**config.mk**
```make
export PLATFORM = sky130hd
export DESIGN_NAME = fetch_ctrl
export DESIGN_NICKNAME = d
export VERILOG_FILES = /design/src/rtl/fetch_pkg.sv /design/src/rtl/fetch_hold_reg.sv /design/src/rtl/fetch_ctrl.sv
export SDC_FILE = /design/constraint.sdc
export NUM_CORES = 1
export LEC_CHECK = 0
export BUFFER_PORTS_ARGS = -buffer_cell sky130_fd_sc_hd__buf_4
export CAP_MARGIN = 15
export CORE_AREA = 2 2 106 108
export CTS_CLUSTER_DIAMETER = 120
export CTS_CLUSTER_SIZE = 25
export DETAILED_ROUTE_END_ITERATION = 10
export DIE_AREA = 0 0 108 110
export HOLD_SLACK_MARGIN = 0.02
export PLACE_DENSITY = 0.86
export SLEW_MARGIN = 20
export SYNTH_ARGS = -nofsm -noshare
export SYNTH_HDL_FRONTEND = slang
export SYNTH_HIERARCHICAL = 1
export SYNTH_SLANG_ARGS = --single-unit
```
**constraint.sdc**
```tcl
create_clock -name clk -period 7.1 [get_ports clk]
set_clock_uncertainty 0.15 [all_clocks]
set_input_delay 0.355 -clock clk [delete_from_list [all_inputs] [get_ports clk]]
set_output_delay 0.355 -clock clk [all_outputs]
set_load 0.005 [all_outputs]
```
**src/rtl/fetch_pkg.sv**
```systemverilog
// Shared types for the fetch front end: FSM states and the F1 pipeline entry.
// Imported by the fetch sequencer and its hold buffer.
package fetch_pkg;

    localparam int DEF_PC_W    = 32;
    localparam int DEF_INSTR_W = 32;

    typedef enum logic [1:0] {
        IDLE,
        RUN,
        STALL,
        HALT
    } fetch_state_t;

    typedef struct packed {
        logic                valid;
        logic [DEF_PC_W-1:0] pc;
        logic                pred;
    } f1_entry_t;

endpackage

```
**src/rtl/fetch_hold_reg.sv**
```systemverilog
// One-entry hold buffer: keeps the word under a decode stall while memory
// re-reads the frozen fetch PC, and muxes it ahead of the live read data.
module fetch_hold_reg
    import fetch_pkg::*;
#(
    parameter int INSTR_W = DEF_INSTR_W
) (
    input  logic               clk,
    input  logic               rst_n,
    input  logic               flush,
    input  logic               capture,
    input  logic               drain,
    input  logic [INSTR_W-1:0] rdata,
    output logic               hold_vld,
    output logic [INSTR_W-1:0] instr
);

    logic [INSTR_W-1:0] hold_instr;

    always_ff @(posedge clk or negedge rst_n) begin
        if (!rst_n) begin
            hold_vld   <= 1'b0;
            hold_instr <= '0;
        end else if (flush || (hold_vld && drain)) begin
            hold_vld   <= 1'b0;
        end else if (capture) begin
            hold_vld   <= 1'b1;
            hold_instr <= rdata;
        end
    end

    assign instr = hold_vld ? hold_instr : rdata;

endmodule

```
**src/rtl/fetch_ctrl.sv**
```systemverilog
// Fetch sequencer: picks the next word index (redirect, stall-hold, predicted
// target, PC+1) and hands fetched words to decode over valid/ready.
module fetch_ctrl
    import fetch_pkg::*;
#(
    parameter int              PC_W       = DEF_PC_W,
    parameter int              INSTR_W    = DEF_INSTR_W,
    parameter int              IMEM_DEPTH = 33,
    parameter logic [PC_W-1:0] RESET_PC   = '0
) (
    input  logic               clk,
    input  logic               rst_n,
    output logic [PC_W-1:0]    imem_addr,
    input  logic [INSTR_W-1:0] imem_rdata,
    input  logic               bp_taken,
    input  logic [PC_W-1:0]    bp_target,
    input  logic               redirect_valid,
    input  logic [PC_W-1:0]    redirect_pc,
    output logic               out_valid,
    input  logic               out_ready,
    output logic [INSTR_W-1:0] out_instr,
    output logic [PC_W-1:0]    out_pc,
    output logic               out_pred_taken,
    output logic               halt
);

    localparam logic [PC_W-1:0] DEPTH = PC_W'(IMEM_DEPTH);

    fetch_state_t       state;
    f1_entry_t          f1;
    logic [PC_W-1:0]    fpc;
    logic [PC_W-1:0]    nxt;
    logic               issue;
    logic               nxt_ok;
    logic               redir_ok;
    logic               advance;
    logic               hold_vld;
    logic [INSTR_W-1:0] word;

    assign nxt      = bp_taken ? bp_target : fpc + PC_W'(1);
    assign issue    = fpc < DEPTH;
    assign nxt_ok   = nxt < DEPTH;
    assign redir_ok = redirect_pc < DEPTH;
    assign advance  = !f1.valid || out_ready;

    // fpc is only ever loaded with in-range indices, so a halted
    // sequencer keeps re-reading the last word it issued.
    always_ff @(posedge clk or negedge rst_n) begin
        if (!rst_n) begin
            state <= IDLE;
            fpc   <= RESET_PC;
            f1    <= '0;
        end else if (redirect_valid) begin
            f1.valid <= 1'b0;
            if (redir_ok) begin
                fpc   <= redirect_pc;
                state <= RUN;
            end else begin
                state <= HALT;
            end
        end else if (!advance) begin
            if (state != HALT) begin
                state <= STALL;
            end
        end else if (state == HALT) begin
            f1.valid <= 1'b0;
        end else begin
            f1 <= '{valid: issue, pc: fpc, pred: bp_taken};
            if (issue && nxt_ok) begin
                fpc   <= nxt;
                state <= RUN;
            end else begin
                state <= HALT;
            end
        end
    end

    fetch_hold_reg #(
        .INSTR_W (INSTR_W)
    ) u_hold (
        .clk      (clk),
        .rst_n    (rst_n),
        .flush    (redirect_valid),
        .capture  (f1.valid && !out_ready && !hold_vld),
        .drain    (out_ready),
        .rdata    (imem_rdata),
        .hold_vld (hold_vld),
        .instr    (word)
    );

    assign imem_addr      = fpc;
    assign out_valid      = f1.valid;
    assign out_pc         = f1.pc;
    assign out_pred_taken = f1.valid && f1.pred;
    assign out_instr      = f1.valid ? word : '0;
    assign halt           = (state == HALT) && !f1.valid;

endmodule

```
After elaboration in Yosys (flattened, before gate mapping)

Index checks and enable logic that the tools add are counted.

Register bits: 101
Input port bits: 101
Output and inout bits: 99
Word-level logic and storage cells: 58

Add/subtract/negate cells: 1
Order comparisons: 3
Eq/ne operators: 5
Multiplexer cells: 20
Bitwise logic cells: 3
Reduce and logical (&&, ||, !) cells: 19

Operators with widths:

| kind                                                   | count |
|---|---|
| two-way mux 32 bit                                     | 8 |
| < comparator 32 x 6 -> 1 bit (second input constant)   | 3 |
| two-way mux 34 bit                                     | 1 |
| two-way mux 33 bit                                     | 1 |
| adder 32 x 1 -> 32 bit (second input constant)         | 1 |
| two-way mux 2 bit                                      | 6 |
| logical AND 1 bit                                      | 6 |
| nonzero test 2 bit                                     | 3 |
| two-way mux 1 bit                                      | 4 |
| inequality test 2 bit (second input constant)          | 2 |
| AND reduction 2 bit                                    | 2 |
| AND reduction 4 bit                                    | 1 |
| logical NOT 1 bit                                      | 3 |
| inequality test 3 bit (second input constant)          | 1 |
| NOT 1 bit                                              | 3 |
| AND reduction 3 bit                                    | 1 |
| nonzero test 3 bit                                     | 1 |
| == test 2 bit (second input constant)                  | 1 |
| logical OR 1 bit                                       | 2 |
| inequality test 2 x 1 -> 1 bit (second input constant) | 1 |

Depth between registers and ports, before layout

Depth in word-level cells: 8
Mapped depth: 11
Depth with buffers taken out: 10

By module

The synthesis kept the hierarchy.

By module, submodules not included:

| module         | instances | cells each | area an instance (µm²) | sequential area each (µm²) |
|---|---|---|---|---|
| fetch_ctrl     | 1         | 378        | 3847.4                 | 1701.6 |
| fetch_hold_reg | 1         | 108        | 1645.3                 | 825.8 |

Worst setup path before layout

No wires, ideal clock.

Path type: register -> register
From: reg fpc[0], in the netlist imem_addr[0]
To: reg fpc[10], in the netlist imem_addr[10]
Setup time: 0.119 ns
Data arrival time: 2.918 ns
Required time: 6.831 ns
Setup slack: 3.913 ns
Stages on the path, launching flop included: 12
Buffers on the path: 2
Period minus slack after synthesis: 3.187 ns
Cells stage by stage: dfrtp_1 > ha_1 > nand2_1 > or4_1 > buf_2 > nor4_2 > xor2_1 > o41a_2 > a2111oi_4 > a21oi_4 > buf_6 > and2_1

Cells in the longest elaborated chain, start to end: 6
Elaborated cells on any way between the ends: 11
Those cells by class: add/sub: 1; order compare: 2; mux: 5; reduce/logical: 3

RTL lines:

| element                                                                           | RTL line                           | RTL |
|---|---|---|
| start: declaration                                                                | fetch_ctrl.sv:31                   | `logic [PC_W-1:0] fpc;` |
| start signal: assignment                                                          | fetch_ctrl.sv:56                   | `fpc <= redirect_pc;` |
| start signal: assignment                                                          | fetch_ctrl.sv:70                   | `fpc <= nxt;` |
| adder 32 x 1 -> 32 bit                                                            | fetch_ctrl.sv:40                   | `assign nxt = bp_taken ? bp_target : fpc + PC_W'(1);` |
| two-way mux 32 bit                                                                | fetch_ctrl.sv:40                   |  |
| < comparator 32 x 6 -> 1 bit / two-way mux 32 bit (equally long branches)         | fetch_ctrl.sv:42, fetch_ctrl.sv:69 |  |
| logical AND 1 bit / two-way mux 32 bit (equally long branches)                    | fetch_ctrl.sv:69, fetch_ctrl.sv:65 |  |
| nonzero test 2 bit (no source line) / two-way mux 32 bit (equally long branches)  | n/a                                |  |
| AND reduction 4 bit (no source line) / two-way mux 32 bit (equally long branches) | n/a                                |  |

Several ways; a longest one is shown, not always the timed one. The select of a mux whose other input is x is not followed.
A chain may end at the register's enable or synchronous reset.

Final worst setup path

From: reg fpc[0], in the netlist imem_addr[0]
To: reg fpc[2], in the netlist imem_addr[2]

The elaborated chain is that of the path after synthesis.

==> run_results.csv <==
group,metric,value,unit
cts,root_buffer,"clkbuf_8",
logic_synthesis,synth_top_area_share,46.0,%
final_layout,filler_cell_count,847,
drt,wirelength,13.8,mm
worst_hold_path,hold_class,"primary input to flip-flop",
power_and_ir_drop,p_seq_share,55.8,%
critical_path,crit_start,"imem_addr[0]",
run_status,outcome,"completed",
drt,initialDrtViolationCount,265,
cts,clock_latency,0.37,ns
grt,grt_pass1_vias,4183,
timing,hold_viol,0,
critical_path,crit_type,"flip-flop to flip-flop",
timing,max_freq,0.279,GHz
final_layout,final_cell_mix,"203 x buf_4, 101 x dfrtp_1, 90 x mux2_2, 60 x and2_1, 20 x nand2_1",
critical_path,critical_path_buf_inv_count,0,
logic_synthesis,yosysSeqAreaShare,46.0,%
logic_synthesis,synthAdderAreaFrac,0.456,%
placement,dp_hpwl,10.3,mm
timing,finalCritPeriodShare,50.5,%
timing,finalSetupTns,0,ns
timing,min_period,3.58,ns
cts,cts.sinks,101,
critical_path,critPathMaxFanout,33,
logic_synthesis,synth.mux.area_fraction,20.9,%
logic_synthesis,synth-seq-cells,101,
logic_synthesis,synth_edf_count,0,
power_and_ir_drop,sw_frac_of_total,23.3,%
logic_synthesis,ys_async_sr_fraction,100,%
floorplan,initial_core_util,51.3,%
critical_path,start_kind,"flip-flop",
logic_synthesis,ys.flop_type,"dfrtp_1",
cts,cts_max_level,3,
final_layout,num_antenna_cells,0,
timing,rsz0062_at_grt,"no",
power_and_ir_drop,powerDensity,147,mW/mm²
logic_synthesis,synth-compound-area-share,5.03,%
drt,wire_per_inst,17.5,µm
power_and_ir_drop,internal-power,790,µW
critical_path,rr_worst_depth,9,
power_and_ir_drop,irDropWorstVdd,0.0994,mV
power_and_ir_drop,p_comb_share,7.9,%
power_and_ir_drop,clock_power_share,36.3,%
logic_synthesis,synth.avg_cell_area,11.3,µm²
drt,vias,4288,
final_layout,fin_area,0.00701,mm²
placement,globalplace.congestion,0.881,
power_and_ir_drop,power.switching,240,µW
floorplan,rows,38,
critical_path,crit_path_max_incr_delay,0.64,ns
final_layout,syn2layout_area_growth,27.6,%
drt,drt-pass1-iter-count,6,
logic_synthesis,ys_types,46,
grt,grt_max_degree,74,
final_layout,drive_gt1_share,49.0,%
floorplan,core_area,0.0107,mm²
cts,post_cts_buffers,0,
logic_synthesis,synth_top_cell_by_area,"dfrtp_1",
drt,avgViaCountPerCell,5.43,
drt,drc,0,
placement,postPlaceCellArea,0.00680,mm²
timing,drv_slew,0,
cts,clk_pin_slew,0.10,ns
timing,setup_violations,0,
critical_path,critical_path_required,7.21,ns
floorplan,die-area,0.0119,mm²
power_and_ir_drop,power,1.03,mW
critical_path,crit_slowest_cell,"or4_1",
critical_path,reg2reg_from,"imem_addr[0]",
drt,ant_nets,0,
logic_synthesis,synth_nets,589,
floorplan,die_h,110,µm
cts,postCtsResizedCells,0,
logic_synthesis,synth_simple_gate_area_share,17.8,%
power_and_ir_drop,p_leak,3.54,nW
critical_path,worstPathArrival,3.69,ns
grt,overflow,0,
floorplan,ioPinCount,200,
critical_path,path_delay_family,"compound AO/OA/AOI/OAI gates",
final_layout,final_common_cell,"buf_4",
timing,worst_pin_slew,0.901,ns
logic_synthesis,synth_area,0.00549,mm²
cts,cts_made_buffers,9,
critical_path,endpoint,"imem_addr[2]",
final_layout,nNetsFinal,747,
grt,grt_usage,22.6,%
critical_path,worstPathCellList,"ha_1, nand2_1, or4_1, nor4_2, xor2_1, o41a_2, a2111oi_4, a21oi_4, mux2_2",
grt,antenna_found_initial,0,
logic_synthesis,syn_inst,486,
cts,cts_tree,"done",
critical_path,cp_num_cells,9,
cts,cts.path.max_buffers,2,
critical_path,ff2ff_setup_slack,3.52,ns
run,maxCapViolCount,0,
logic_synthesis,synth_top_family_by_area,"multiplexers",
critical_path,end_kind,"flip-flop",
critical_path,worstReg2RegEnd,"imem_addr[2]",
logic_synthesis,synth-xor-area-share,2.07,%
placement,portBuffers,199,
logic_synthesis,yosysWarnings,6,
timing,relSlewSlack,39.9,%
grt,grt_pass1_wl,20.9,mm
logic_synthesis,synth_area_leaders,"dfrtp_1 46%, mux2_2 18%, and2_1 6.8%",
floorplan,die_w,108,µm
-- state kept, by name (all words and copies together) (netlist names) --
name	cells
u_hold/hold_vld	1
f1	1
state	2
out_valid	1
out_pc	32
imem_addr	32
u_hold/hold_instr	32
-- cell families (layout without fill, tap and decap cells) --
group                      after synthesis  after routing
DFF                                    101            101
AOI/OAI and AO/OA                       36             36
muxes                                  103            103
buffers and inverters                   64            227
xor gates and xnor gates                13             13
and+or+nand+nor                        167            167
adders and majority gates                2              2
-- metrics by stage --
| stage | std cells | hold slack (ns) | setup slack (ns) | util, % |
|---|---|---|---|---|
| after floorplan | 486 | -0.0906 | 3.91 | - |
| after global placement | 772 | 0.139 | 3.64 | 63.5 |
| after detailed placement | 772 | 0.145 | 3.54 | 63.5 |
| after CTS | 789 | 0.0523 | 3.51 | 65.5 |
| after global routing | 789 | 0.0546 | 3.26 | 65.5 |
| final | 789 | 0.0633 | 3.52 | 65.5 |
-- worst reg2reg max path: cells and delay by family, from the launching register on --
| family | cells | cell delay [ns] |
|---|---|---|
| AOI/OAI and AO/OA | 3 | 1.10 |
| xor gates and xnor gates | 1 | 0.11 |
| adders and majority gates | 1 | 0.25 |
| DFF | 1 | 0.47 |
| muxes | 1 | 0.35 |
| and+or+nand+nor | 3 | 1.07 |
-- Yosys cell counts, types with 2 or more instances --
master / count
or4_1: 4
nand3b_1: 3
inv_1: 7
mux2_1: 4
dfrtp_1: 101
nand4_1: 12
a211oi_1: 2
nand2b_1: 2
a311o_1: 2
nor4b_1: 2
mux2_2: 90
nor4_2: 3
and4_1: 2
buf_6: 7
buf_2: 8
o21ai_0: 17
xor2_1: 9
nand2_1: 20
ha_1: 2
and2_1: 60
buf_1: 3
buf_4: 32
nor4_1: 17
a21oi_1: 4
clkbuf_1: 7
nand3_1: 13
xnor2_1: 4
nor3_1: 6
nor2_1: 18
mux2i_1: 9
-- layout make-up --
cell class	count	area [µm²]	share of cell area (%)
tap	140	175	2.50
clock buffer	9	124	1.77
sequential	101	2530	36.1
clock inverter	7	81.3	1.16
timing repair buffer	204	1530	21.9
multi-input combinational	321	2540	36.3
inverter	7	26.3	0.375
-- worst min path at each step --
stage / from / to / cells past startpoint
floorplan: rst_n / f1[0] / 0
global placement: rst_n / out_pc[18] / 1
detailed placement: rst_n / out_pc[18] / 1
CTS: imem_rdata[22] / u_hold/hold_instr[22] / 2
global route: imem_rdata[24] / u_hold/hold_instr[24] / 2
finish: imem_rdata[22] / u_hold/hold_instr[22] / 2
-- per-layer routing --
metal | global-route usage [%] | part of all wire (%)
met1 | 28.9 | 41
met2 | 40.0 | 51
met3 | 4.47 | 7.4
met4 | 5.13 | 0.94
met5 | 0 | 0
-- repair_timing --
item | in CTS | in global routing
setup endpoints to repair | 0 | 0
hold buffers | 1 | 0
hold endpoints to repair | 28 | 0
-- power groups by stage --
stage	Combinational [mW]	Clock [mW]	Sequential, mW
6_report	0.0811	0.374	0.575
5_1_grt	0.0883	0.409	0.575
4_1_cts	0.0817	0.387	0.575
3_5_place_dp	0.0810	0	0.586
3_3_place_gp	0.0791	0	0.586
2_1_floorplan	0.0182	0	0.586
Power figures use the tool's default switching activity.
